<file path="config.mk">
export PLATFORM = sky130hd
export DESIGN_NAME = if_id_queue_flat
export DESIGN_NICKNAME = d
export VERILOG_FILES = /design/src/rtl/if_id_queue_if.sv /design/src/rtl/if_id_queue.sv /design/src/flat_wrapper.sv
export SDC_FILE = /design/constraint.sdc
export NUM_CORES = 1
export LEC_CHECK = 0
export ABC_AREA = 0
export BUFFER_PORTS_ARGS = -buffer_cell sky130_fd_sc_hd__buf_2
export CAP_MARGIN = 20
export CORE_AREA = 4 4 133 263
export CTS_BUF_LIST = sky130_fd_sc_hd__clkbuf_2 sky130_fd_sc_hd__clkbuf_4 sky130_fd_sc_hd__clkbuf_8
export DETAILED_ROUTE_END_ITERATION = 8
export DIE_AREA = 0 0 137 267
export PLACE_DENSITY = 0.48
export SYNTH_ARGS = -nofsm -noshare
export SYNTH_HDL_FRONTEND = slang
export SYNTH_SLANG_ARGS = --single-unit
</file>
<file path="constraint.sdc">
create_clock -name clk -period 3.6 [get_ports clk]
set_input_delay 0.54 -clock clk [delete_from_list [all_inputs] [get_ports clk]]
set_output_delay 0.54 -clock clk [all_outputs]
set_load 0.1 [all_outputs]
</file>
<file path="src/rtl/if_id_queue_if.sv">
// Handshake bundle between the IF stage, the IF/ID queue and the ID stage.
// The master modport is the driver side (fetch + decode control); slave is the queue.
interface if_id_queue_if #(
    parameter int ADDR_W = 32,
    parameter int INST_W = 32,
    parameter int DEPTH  = 4
);
    logic                     if_valid;
    logic [ADDR_W-1:0]        if_pc;
    logic [INST_W-1:0]        if_inst;
    logic                     if_ready;
    logic                     flush;
    logic                     id_stall;
    logic                     id_valid;
    logic [ADDR_W-1:0]        id_pc;
    logic [INST_W-1:0]        id_inst;
    logic [$clog2(DEPTH):0]   count;

    modport master (
        output if_valid, if_pc, if_inst, flush, id_stall,
        input  if_ready, id_valid, id_pc, id_inst, count
    );

    modport slave (
        input  if_valid, if_pc, if_inst, flush, id_stall,
        output if_ready, id_valid, id_pc, id_inst, count
    );
endinterface

</file>
<file path="src/rtl/if_id_queue.sv">
// DEPTH-entry FIFO of (pc, inst) pairs between IF and ID, with whole-queue flush.
// All outputs decode registered state only; an empty queue presents an all-zero bubble.
module if_id_queue #(
    parameter int ADDR_W = 32,
    parameter int INST_W = 32,
    parameter int DEPTH  = 4
) (
    input  logic         clk,
    input  logic         rst,
    if_id_queue_if.slave bus
);
    localparam int PTR_W = $clog2(DEPTH);
    localparam int CNT_W = PTR_W + 1;

    localparam logic [PTR_W-1:0] PTR_ONE  = PTR_W'(1);
    localparam logic [CNT_W-1:0] CNT_ONE  = CNT_W'(1);
    localparam logic [CNT_W-1:0] CNT_FULL = CNT_W'(DEPTH);

    logic [ADDR_W-1:0] r_pc_mem   [DEPTH];
    logic [INST_W-1:0] r_inst_mem [DEPTH];
    logic [PTR_W-1:0]  r_wr_ptr;
    logic [PTR_W-1:0]  r_rd_ptr;
    logic [CNT_W-1:0]  r_cnt;

    logic w_valid;
    logic w_ready;
    logic w_push;
    logic w_pop;

    assign w_valid = (r_cnt != '0);
    assign w_ready = (r_cnt != CNT_FULL);
    assign w_push  = bus.if_valid & w_ready;
    assign w_pop   = w_valid & ~bus.id_stall;

    assign bus.id_valid = w_valid;
    assign bus.if_ready = w_ready;
    assign bus.count    = r_cnt;
    assign bus.id_pc    = w_valid ? r_pc_mem[r_rd_ptr]   : '0;
    assign bus.id_inst  = w_valid ? r_inst_mem[r_rd_ptr] : '0;

    // NOTE: storage is deliberately left out of reset; the pointers and count
    // alone decide which slots are live, so stale contents are never observed.
    always_ff @(posedge clk) begin
        if (w_push) begin
            r_pc_mem[r_wr_ptr]   <= bus.if_pc;
            r_inst_mem[r_wr_ptr] <= bus.if_inst;
        end
    end

    // NOTE: non-blocking assignments keep every register update reading the
    // pre-edge values, so cnt and both pointers move consistently in one cycle.
    always_ff @(posedge clk) begin
        if (rst || bus.flush) begin
            r_wr_ptr <= '0;
            r_rd_ptr <= '0;
            r_cnt    <= '0;
        end else begin
            if (w_push) r_wr_ptr <= r_wr_ptr + PTR_ONE;
            if (w_pop)  r_rd_ptr <= r_rd_ptr + PTR_ONE;
            unique case ({w_push, w_pop})
                2'b10:   r_cnt <= r_cnt + CNT_ONE;
                2'b01:   r_cnt <= r_cnt - CNT_ONE;
                default: ;
            endcase
        end
    end
endmodule

</file>
<file path="src/flat_wrapper.sv">
// flat-port wrapper written by rule: the top's interface ports become plain ports
module if_id_queue_flat 
#(
    parameter int ADDR_W = 32,
    parameter int INST_W = 32,
    parameter int DEPTH  = 4
)
  (clk, rst, bus_if_valid, bus_if_pc, bus_if_inst, bus_flush, bus_id_stall, bus_if_ready, bus_id_valid, bus_id_pc, bus_id_inst, bus_count);
  if_id_queue_if #(.ADDR_W(ADDR_W), .INST_W(INST_W), .DEPTH(DEPTH)) bus_i ();
  input  logic clk;
  input  logic rst;
  input wire logic [$bits(bus_i.if_valid)-1:0] bus_if_valid;
  input wire logic [$bits(bus_i.if_pc)-1:0] bus_if_pc;
  input wire logic [$bits(bus_i.if_inst)-1:0] bus_if_inst;
  input wire logic [$bits(bus_i.flush)-1:0] bus_flush;
  input wire logic [$bits(bus_i.id_stall)-1:0] bus_id_stall;
  output wire logic [$bits(bus_i.if_ready)-1:0] bus_if_ready;
  output wire logic [$bits(bus_i.id_valid)-1:0] bus_id_valid;
  output wire logic [$bits(bus_i.id_pc)-1:0] bus_id_pc;
  output wire logic [$bits(bus_i.id_inst)-1:0] bus_id_inst;
  output wire logic [$bits(bus_i.count)-1:0] bus_count;
  assign bus_i.if_valid = bus_if_valid;
  assign bus_i.if_pc = bus_if_pc;
  assign bus_i.if_inst = bus_if_inst;
  assign bus_i.flush = bus_flush;
  assign bus_i.id_stall = bus_id_stall;
  assign bus_if_ready = bus_i.if_ready;
  assign bus_id_valid = bus_i.id_valid;
  assign bus_id_pc = bus_i.id_pc;
  assign bus_id_inst = bus_i.id_inst;
  assign bus_count = bus_i.count;
  if_id_queue #(.ADDR_W(ADDR_W), .INST_W(INST_W), .DEPTH(DEPTH)) u_core (.clk(clk), .rst(rst), .bus(bus_i));
endmodule
</file>
==> impl_results.md, run 1 <==
* Status: complete, no violations
* Clock Sinks at about 270
* Mean Syn Cell Area at around 22 um2
* Setup CP Type: reg2out
* Hold_buf cts at 0
* GRT overflow at 0
* Remaining antenna violation count at 0
* Peak supply drop at 0.203 mV
* Post CTS Setup Buffer Count at 0
* Antenna violations before repair at 8
* Most frequent cells in the layout: edfxtp_1 (256), buf_2 (137), mux4_2 (64), and2_1 (64), clkbuf_8 (38)
* Slew @ Worst Pin at 1070 ps
* Relative slew slack at 0.288
* Via/cell ratio at 4.57
* Setup WS post-layout at 465 ps
* Post-cts resize count at 0
* Nets at roughly 700
* Final Hold Fails at 0
* Crit path to: bus_id_inst[5]
* Leakage at about 0.0041 uW
* GP Congestion at 0.737
* EDFF count, synth at 256
* Ys flop type: edfxtp_1
* CP endpoint kind: output pin
* DP HPWL at about 14000 um
* H-tree depth at 2
* Die area at 0.0366 mm2
* CTS max path bufs at 3
* Wire per inst at ~21 um
* #FFs+latches synth at 265
* YS warnings at 0
* Syn-to-layout area delta at 19.5%
* Inserted Clock Buffers at 37
* RSZ-0062 raised after global routing: false
* Via count at about 5000
* Max-cap violations at 0
* CP Launch Point: u_core.bus.count[0]
* Crit Path Max Fanout at 31
* Max Slew Vio Count at 0
* Die extent in x at 137 um
* Core area at 0.0329 mm2
* Critical Path AT at 2600 ps
* Fin crit period at 3140 ps
* Switching Power at 1660 uW
* HP Class: in2reg
* Setup TNS at 0 ps
* GR Util All Layers at 0.127
* Height of the die at 267 um
* Sw frac at 0.254
* Yosys cell types at 23
* Startpoint type of the worst setup path: flop
* Io pins at 138
* Critical Path RT at 3060 ps
* Post-Place Setup Slack at between 900 and 1000 ps
* Clock Pin Slew Worst Setup and Hold Paths at 60 ps
* Clock power frac at 0.354
* Syn_nets at 536
* Clock skew at 15.6 ps
* Fmax achieved at 319 MHz
* Worst reg-to-reg path cell count at 8
* Reg-to-reg critical path startpoint: u_core.bus.count[2]
* R2r endpoint: u_core.bus.count[2]
* Mapped Cells at 461
* Clk Latency, worst-skew pair at roughly 530 ps
* Sequential area share after synthesis at 0.775
* Commonest non-fill, non-tap cell in the layout: edfxtp_1
* Share of power burned in registers at 0.535
* Via count of the first global-routing pass at roughly 5800
* Share of cells above drive strength 1 at 0.431
* Internal power at just under 5000 uW
* Comb pwr share at 0.111
* Initial detailed-routing violation count at 225
* Port Buf Inserts at 137
* Pwr/cell area at 537 mW/mm2
* Initial core utilization at 0.308
* Root buf cell: clkbuf_8
* Mapped cell area at 0.0102 mm2
* Async set-or-reset flop fraction in the synthesized netlist at 0
* Remaining DRCs at 0
* First-pass GRT wire length at 34300 um
* Worst reg-to-reg setup slack at 1160 ps
* Drt pass-1 iters at 4
* Largest net degree at the start of global routing at 65
* Setup Viol. Count Final at 0
* Cell row count at 94
* Fin crit share at 0.871
* CTS tree: yes
* Routed Wire Length at 22700 um
[Yosys cell counts, types with 3 or more instances]
| library cell | count | share of area |
|---|---|---|
| mux4_2 | 64 | 0.14 |
| clkbuf_1 | 9 | 0.0033 |
| a21oi_1 | 5 | 0.0025 |
| nand2_1 | 5 | 0.0018 |
| and3_1 | 4 | 0.0025 |
| edfxtp_1 | 256 | 0.76 |
| inv_1 | 6 | 0.0022 |
| buf_2 | 6 | 0.0030 |
| ha_1 | 5 | 0.0062 |
| nor2_1 | 5 | 0.0018 |
| or3_1 | 3 | 0.0018 |
| o21ai_0 | 3 | 0.0015 |
| and2_1 | 64 | 0.039 |
| dfxtp_1 | 9 | 0.018 |
| buf_6 | 7 | 0.0078 |
[through the flow]
stage	instance area, um2	std cells	utilization	hold WS [ps]	total power (uW)
5_1_grt	12100	1084	0.368	198	6780
4_1_cts	12000	1077	0.366	181	6620
6_report	12100	1086	0.368	221	6510
2_1_floorplan	10200	461	-	459	4090
3_5_place_dp	11300	1012	0.344	483	4280
3_3_place_gp	11300	1012	0.344	458	4260
[power groups by stage]
stage	logic (uW)	clock network, uW	registers [uW]
after floorplan	533	0	3560
after global placement	718	0	3550
after detailed placement	731	0	3550
after CTS	732	2400	3490
after global routing	764	2530	3490
final	722	2310	3480
[critical path, stage by stage (launching register included)]
cell     delay, ps
dfxtp_1        430
nor3_2         110
inv_2          460
buf_4          350
and2_1         240
buf_2          460
[registers in the layout, summed over array words and instances, names as in the netlist, named ones only]
signal and flops:
u_core.bus.count 3, u_core.r_inst_mem 128, u_core.r_pc_mem 128, u_core.r_rd_ptr 2, u_core.r_wr_ptr 2
[routing by layer]
metal  global-route usage  share of wire  vias to the layer above
li1                     -              -                     2187
met1                0.128           0.35                     2578
met2                0.236           0.56                      145
met3               0.0279          0.052                       51
met4               0.0664          0.042                        0
met5                    0              0                        -
[area by class of cell]
type	count	area (um2)
antenna	6	15.0
clock buffer	55	651
clock inverter	10	75.1
fill	3101	20800
inverter	6	22.5
multi-input combinational	167	2130
sequential	265	7880
tap	432	541
timing repair buffer	145	816
[worst min-delay path by stage]
stage | cells after the start | to | startpoint | slack [ps]
4_1_cts | 1 | u_core.r_pc_mem[3][22] | bus_if_pc[22] | 180
2_1_floorplan | 2 | flop | u_core.r_rd_ptr[1] | 460
3_5_place_dp | 2 | flop | u_core.r_rd_ptr[1] | 480
5_1_grt | 1 | u_core.r_inst_mem[3][31] | bus_if_inst[31] | 200
6_report | 1 | u_core.r_pc_mem[0][22] | bus_if_pc[22] | 220
3_3_place_gp | 2 | flop | u_core.r_rd_ptr[1] | 460
[cells by family (layout without fill, tap and decap cells)]
logic type      Yosys count  after routing  share of synthesized area
xor+xnor                  2              2                    0.00173
buf+inv                  29            216                     0.0168
other cells               0              6                          0
flops                   265            265                      0.775
compound gates            8              8                    0.00394
fa+ha+maj                 6              6                    0.00813
simple gates             85             85                     0.0505
mux                      66             66                      0.144
(Power assumes the default switching activity.)
==> run 2, diff against run 1 <==
--- a/config.mk
+++ b/config.mk
@@ -14,2 +14,3 @@
 export DIE_AREA = 0 0 137 267
+export GPL_TIMING_DRIVEN = 0
 export PLACE_DENSITY = 0.48
--- a/constraint.sdc
+++ b/constraint.sdc
@@ -3,2 +3,2 @@
 set_output_delay 0.54 -clock clk [all_outputs]
-set_load 0.1 [all_outputs]
+set_load 0.05 [all_outputs]
==> run 2 against run 1 <==
  * Register-to-register slack worse by 70 ps
  * First-iteration DRC count is 18% lower
  * Worst setup slack gained 47 ps
  * Clock skew up 16 ps
  * Highest routed layer is now met5
==> impl_results.md, run 2 (same netlist as run 1, synthesis figures left out) <==
* Status: complete, no violations
* Largest net degree at the start of global routing at 44 (-32%)
* Hold path cells at 1 (unchanged)
* Post-cts resize count at 0 (unchanged)
* Die extent in x at 137 um (unchanged)
* R2r endpoint: u_core.bus.count[2]
* Fin crit share at 0.858 (-0.0131)
* Hold_buf cts at 0 (unchanged)
* Startpoint type of the worst setup path: flop
* Crit Path Max Fanout at 10 (-68%)
* Leakage at 0.00421 uW (+1.8%)
* Peak supply drop at 0.233 mV (+15%)
* Total power draw at 6340 uW (-2.7%)
* Crit path to: bus_id_inst[26]
* Share of power burned in registers at 0.550 (+0.015)
* Remaining DRCs at 0 (unchanged)
* Worst hold margin at 214 ps (-7.46 ps)
* Worst reg-to-reg setup slack at 1090 ps (-70 ps)
* Syn-to-layout area delta at 20.7%
* Slew @ Worst Pin at 529 ps (-539 ps)
* Max-cap violations at 0 (unchanged)
* GRT overflow at 0 (unchanged)
* Remaining antenna violation count at 0 (unchanged)
* Clock Sinks at 265 (unchanged)
* Crit-path cells: nor3_2 > inv_1 > clkbuf_1 > clkbuf_1 > and2_1 > buf_2
* Internal power at 4860 uW (about the same)
* Most frequent cells in the layout: edfxtp_1 (256), buf_2 (143), mux4_2 (64), and2_1 (64), clkbuf_8 (40)
* CP Launch Point: u_core.bus.count[0]
* Antenna violations before repair at 5 (-3)
* Setup Viol. Count Final at 0 (unchanged)
* CTS tree: yes
* Share of cells above drive strength 1 at 0.425 (-0.00604)
* Die area at 0.0366 mm2 (unchanged)
* Fill cells at 3155 (+1.7%)
* Critical Path AT at 2550 ps (-50 ps)
* Initial detailed-routing violation count at 185 (-18%)
* DP HPWL at 14100 um (+3.0%)
* Via count at 4933 (-0.56%)
* Root buf cell: clkbuf_8
* Commonest non-fill, non-tap cell in the layout: edfxtp_1
* Relative slew slack at 0.647 (+0.359)
* Io pins at 138 (unchanged)
* Post CTS Setup Buffer Count at 0 (unchanged)
* Sw frac at 0.234 (-0.0203)
* GR Util All Layers at 0.123 (-0.00399)
* Height of the die at 267 um (unchanged)
* Nets at 717 (+2.9%)
* Clk Latency, worst-skew pair at 540 ps (about the same)
* Core area at 0.0329 mm2 (unchanged)
* Cell mode on critical path: clkbuf_1
* Switching Power at 1480 uW (-10%)
* Wire per inst at 19.9 um (-5.0%)
* Via/cell ratio at 4.47 (-2.1%)
* Fmax achieved at 324 MHz (+1.5%)
* Clock power frac at 0.367 (+0.013)
* Post-Place Setup Slack at 939 ps (+11.3 ps)
* Inserted Clock Buffers at 38 (+2.7%)
* First-pass GRT wire length at 33300 um (-2.9%)
* CP peak stage delay at 470 ps (about the same)
* Drt pass-1 iters at 4 (unchanged)
* Port Buf Inserts at 137 (unchanged)
* Routed Wire Length at 21900 um (-3.5%)
* Clock skew at 31.1 ps (+15.6 ps)
* Pwr/cell area at 517 mW/mm2 (-3.7%)
* Critical Path RT at 3060 ps (about the same)
* GP Congestion at 0.659 (-11%)
* Setup WS post-layout at 512 ps (+47.0 ps)
* Slowest-stage cell, CP: clkbuf_1
* CP endpoint kind: output pin
* Fin crit period at 3090 ps (-47.0 ps)
* Setup CP Type: reg2out
* Worst Path Buf+Inv at 4 (+1)
* RSZ-0062 raised after global routing: false
* CTS max path bufs at 3 (unchanged)
* Comb pwr share at 0.084 (-0.027)
* CP Depth at 6 (+1)
* Reg-to-reg critical path startpoint: u_core.bus.count[0]
* Cell row count at 94 (unchanged)
* HP Class: in2reg
* Via count of the first global-routing pass at 5859 (+0.24%)
* Clock Pin Slew Worst Setup and Hold Paths at 60 ps (about the same)
* Setup TNS at 0 ps (unchanged)
* Top delay family on crit path: buffers and inverters
* Worst reg-to-reg path cell count at 9 (+1)
* Initial core utilization at 0.308 (unchanged)
* Final Hold Fails at 0 (unchanged)
* Max Slew Vio Count at 0 (unchanged)
* H-tree depth at 2 (unchanged)
[run 2: cell count changes in the layout (fill, tap and decap cells not counted), moves of 4 or more]
cell,before,now
clkbuf_1,0,9
buf_6,0,7
buf_2,137,143
clkbuf_4,17,11
buf_12,4,0
clkinv_1,4,8
diode_2,6,2
[run 2: power by group through the flow]
stage	clock network [uW]	logic, uW	registers (uW)
after global routing	2570	573	3490
after floorplan	0	346	3550
after detailed placement	0	547	3550
after global placement	0	526	3550
final	2330	531	3480
after CTS	2420	548	3490
[run 2: worst min-delay path by stage]
stage / start / end / slack (ps)
after floorplan: u_core.r_rd_ptr[1] / flop / 460
after global placement: u_core.r_rd_ptr[1] / u_core.r_rd_ptr[1] / 470
after detailed placement: u_core.r_rd_ptr[1] / flop / 510
after CTS: bus_if_inst[25] / u_core.r_inst_mem[1][25] / 160
after global routing: bus_if_inst[2] / u_core.r_inst_mem[3][2] / 170
final: bus_if_inst[8] / u_core.r_inst_mem[0][8] / 210
[run 2: stage by stage]
stage,cell area [um2],util,instances
2_1_floorplan,10200,-,461
3_3_place_gp,11400,0.346,1030
3_5_place_dp,11500,0.349,1034
4_1_cts,12300,0.372,1101
5_1_grt,12300,0.372,1103
6_report,12300,0.372,1103
[run 2: worst register-to-register path: cells and delay by family, from the launching register on]
family                   cells  cell delay (ps)
AND/OR/NAND/NOR              3              890
adder cells (fa/ha/maj)      2              620
flip-flops                   1              360
buffers and inverters        2              240
XOR/XNOR                     1              160
AO/OA/AOI/OAI                1              150
[run 2: routing by layer]
layer,track usage,up-vias,wire [um],part of all wire
met3,0.0285,56,1160,0.053
li1,-,2226,-,-
met4,0.0556,6,831,0.038
met2,0.237,120,12600,0.58
met5,0,-,41,0.0019
met1,0.119,2525,7290,0.33
[run 2: layout make-up]
type	instances	area, um2	share of cell area
Multi-Input combinational cell	167	2130	0.174
Buffer	23	148	0.0120
Clock buffer	51	633	0.0517
Sequential cell	265	7870	0.642
Antenna cell	2	5.00	0.000408
Clock inverter	16	110	0.00898
Inverter	6	22.5	0.00184
Timing Repair Buffer	141	796	0.0649
Tap cell	432	541	0.0441
==> run 3, diff against run 2 <==
PLACE_DENSITY = 0.5   (was 0.48)
clock period = 2.5 ns   (was 3.6 ns; I/O delays follow)
==> run 3 against run 2 <==
  * Die area stayed put
  * Via count rose by 0.57%
  * Global-route usage increased by 0.36 points
  * Register-to-register slack got worse by 970 ps
  * Non-clock buffer count rose by 12
  * Largest cell class unchanged
  * Sequential power rose by 44%
  * Highest routed layer unchanged
==> impl_results.md, run 3 (same netlist as run 1, synthesis figures left out) <==
* H-tree depth at 2 (unchanged)
* Slowest-stage cell, CP: mux4_2
* Initial core utilization at 0.308 (unchanged)
* Io pins at 138 (unchanged)
* DP HPWL at 13600 um (-3.5%)
* Startpoint type of the worst setup path: flop
* Commonest non-fill, non-tap cell in the layout: edfxtp_1
* Root buf cell: clkbuf_8
* Final Hold Fails at 0 (unchanged)
* Fin util at 0.400 (+0.0281)
* Initial detailed-routing violation count at 196 (+5.9%)
* Clock Pin Slew Worst Setup and Hold Paths at 70 ps (about the same)
* Via count of the first global-routing pass at 5922 (+1.1%)
* Peak supply drop at 0.472 mV (+100%)
* Critical Path RT at 2120 ps (-940 ps)
* Clock skew at 16.9 ps (-14.3 ps)
* GR Util All Layers at 0.126 (+0.00359)
* Worst Hold Launch: bus_if_inst[5]
* GP Congestion at 0.688 (+4.5%)
* CTS tree: yes
* Syn-to-layout area delta at 29.8%
* Via count at 4961 (+0.57%)
* HP Class: in2reg
* Total power draw at 9560 uW (+51%)
* CTS max path bufs at 3 (unchanged)
* Inserted Clock Buffers at 38 (unchanged)
* Setup TNS at 0 ps (unchanged)
* Worst Path Buf+Inv at 4 (unchanged)
* Fin crit period at between 2000 and 2500 ps
* Pwr/cell area at 725 mW/mm2 (+40%)
* Setup WS post-layout at 56.1 ps (-456 ps)
* Fin crit share at 0.978
* Clk Latency, worst-skew pair at 540 ps (about the same)
* Reg area at 0.00788 mm2 (+0.13%)
* Share of cells above drive strength 1 at 0.536 (+0.111)
* Clock Sinks at 265 (unchanged)
* Nets at 729 (+1.7%)
* Largest net degree at the start of global routing at 65 (+48%)
* Status: complete, no violations
* Height of the die at 267 um (unchanged)
* Top delay family on crit path: buffers and inverters
* Setup Viol. Count Final at 0 (unchanged)
* Drt pass-1 iters at 5 (+1)
* CP peak stage delay at 500 ps (+30 ps)
* Crit Path Max Fanout at 5 (-5)
* Via/cell ratio at 4.45 (-0.51%)
* Crit-path cells: buf_6 > buf_16 > buf_16 > mux4_2 > and2_4 > buf_6
* Post-Place Setup Slack at 75.5 ps (-864 ps)
* Reg-to-reg critical path startpoint: u_core.bus.count[0]
* Setup CP Type: reg2out
* Die extent in x at 137 um (unchanged)
* Critical Path AT at 2070 ps (-480 ps)
* Core area at 0.0329 mm2 (unchanged)
* Leakage at 0.00451 uW (+7.1%)
* Most frequent cells in the layout: edfxtp_1 (256), buf_2 (73), mux4_2 (64)
* Cell row count at 94 (unchanged)
* Die area at 0.0366 mm2 (unchanged)
* Max-cap violations at 0 (unchanged)
* Remaining DRCs at 0 (unchanged)
* RSZ-0062 raised after global routing: true
* Routed Wire Length at 22200 um (+1.4%)
* Fmax achieved at between 400 and 500 MHz
* Area occupied by multi-input gates at 0.00229 mm2 (+7.4%)
* Slew @ Worst Pin at 617 ps (+87.4 ps)
* Antenna violations before repair at 3 (-2)
* Fill cells at 3034 (-3.8%)
* Relative slew slack at 0.589 (-0.0583)
* Max Slew Vio Count at 0 (unchanged)
* Wire per inst at 20.0 um (+0.30%)
* Port Buf Inserts at 137 (unchanged)
* CP endpoint kind: output pin
* Remaining antenna violation count at 0 (unchanged)
* First-pass GRT wire length at 34300 um (+3.2%)
* GRT overflow at 0 (unchanged)
* Worst hold margin at 55.7 ps (-158 ps)
[run 3: layer usage]
layer | up-vias | GRT usage | part of all wire | wire length [um]
met5 | - | 0 | 0.00031 | 7
li1 | 2250 | - | - | -
met1 | 2546 | 0.127 | 0.34 | 7510
met4 | 2 | 0.0445 | 0.025 | 562
met2 | 127 | 0.245 | 0.58 | 13000
met3 | 36 | 0.0317 | 0.052 | 1160
[run 3: through the flow]
| stage | instances | area (um2) |
|---|---|---|
| finish | 1115 | 13200 |
| global route | 1114 | 13200 |
| CTS | 1108 | 12900 |
| detailed placement | 1030 | 11400 |
| global placement | 1030 | 11400 |
| floorplan | 461 | 10200 |
[run 3: layout make-up]
type / count / share of cell area
Antenna cell: 2 / 0.000380
Clock buffer: 51 / 0.0485
Tap cell: 432 / 0.0410
Inverter: 6 / 0.00171
Timing Repair Buffer: 153 / 0.105
Sequential cell: 265 / 0.598
Buffer: 23 / 0.0201
Multi-Input combinational cell: 167 / 0.174
Clock inverter: 16 / 0.0115
[run 3: worst register-to-register path: cells and delay by family (launching register included)]
| kind | cells | cell delay [ps] |
|---|---|---|
| DFF | 1 | 360 |
| xor gates and xnor gates | 1 | 160 |
| AOI/OAI and AO/OA | 1 | 150 |
| buffers and inverters | 2 | 220 |
| adders and majority gates | 2 | 590 |
| and+or+nand+nor | 3 | 810 |
[run 3: report_power, final]
part | internal, uW | switching, uW | leakage [uW] | total [uW]
clock network | 1980 | 1590 | 0.000410 | 3570
logic | 418 | 559 | 0.00167 | 978
registers | 4990 | 29.0 | 0.00243 | 5020
total | 7380 | 2180 | 0.00451 | 9560
[run 3: final timing paths]
check                                  to  slack (ps)  depth (start not counted)
setup / recovery           bus_id_inst[1]          60                          6
hold / removal    u_core.r_inst_mem[3][5]          60                          1
setup reg to reg      u_core.bus.count[2]         120                          9
hold reg to reg        u_core.r_rd_ptr[1]         500                          2
[run 3: timing repair]
action	4_1_cts	5_1_grt
gates cloned	3	0
endpoints found under the setup margin	64	64
resized for setup	191	60
pin swaps	6	5
hold buffers	4	0
hold endpoints to repair	16	0
buffers inserted	4	1
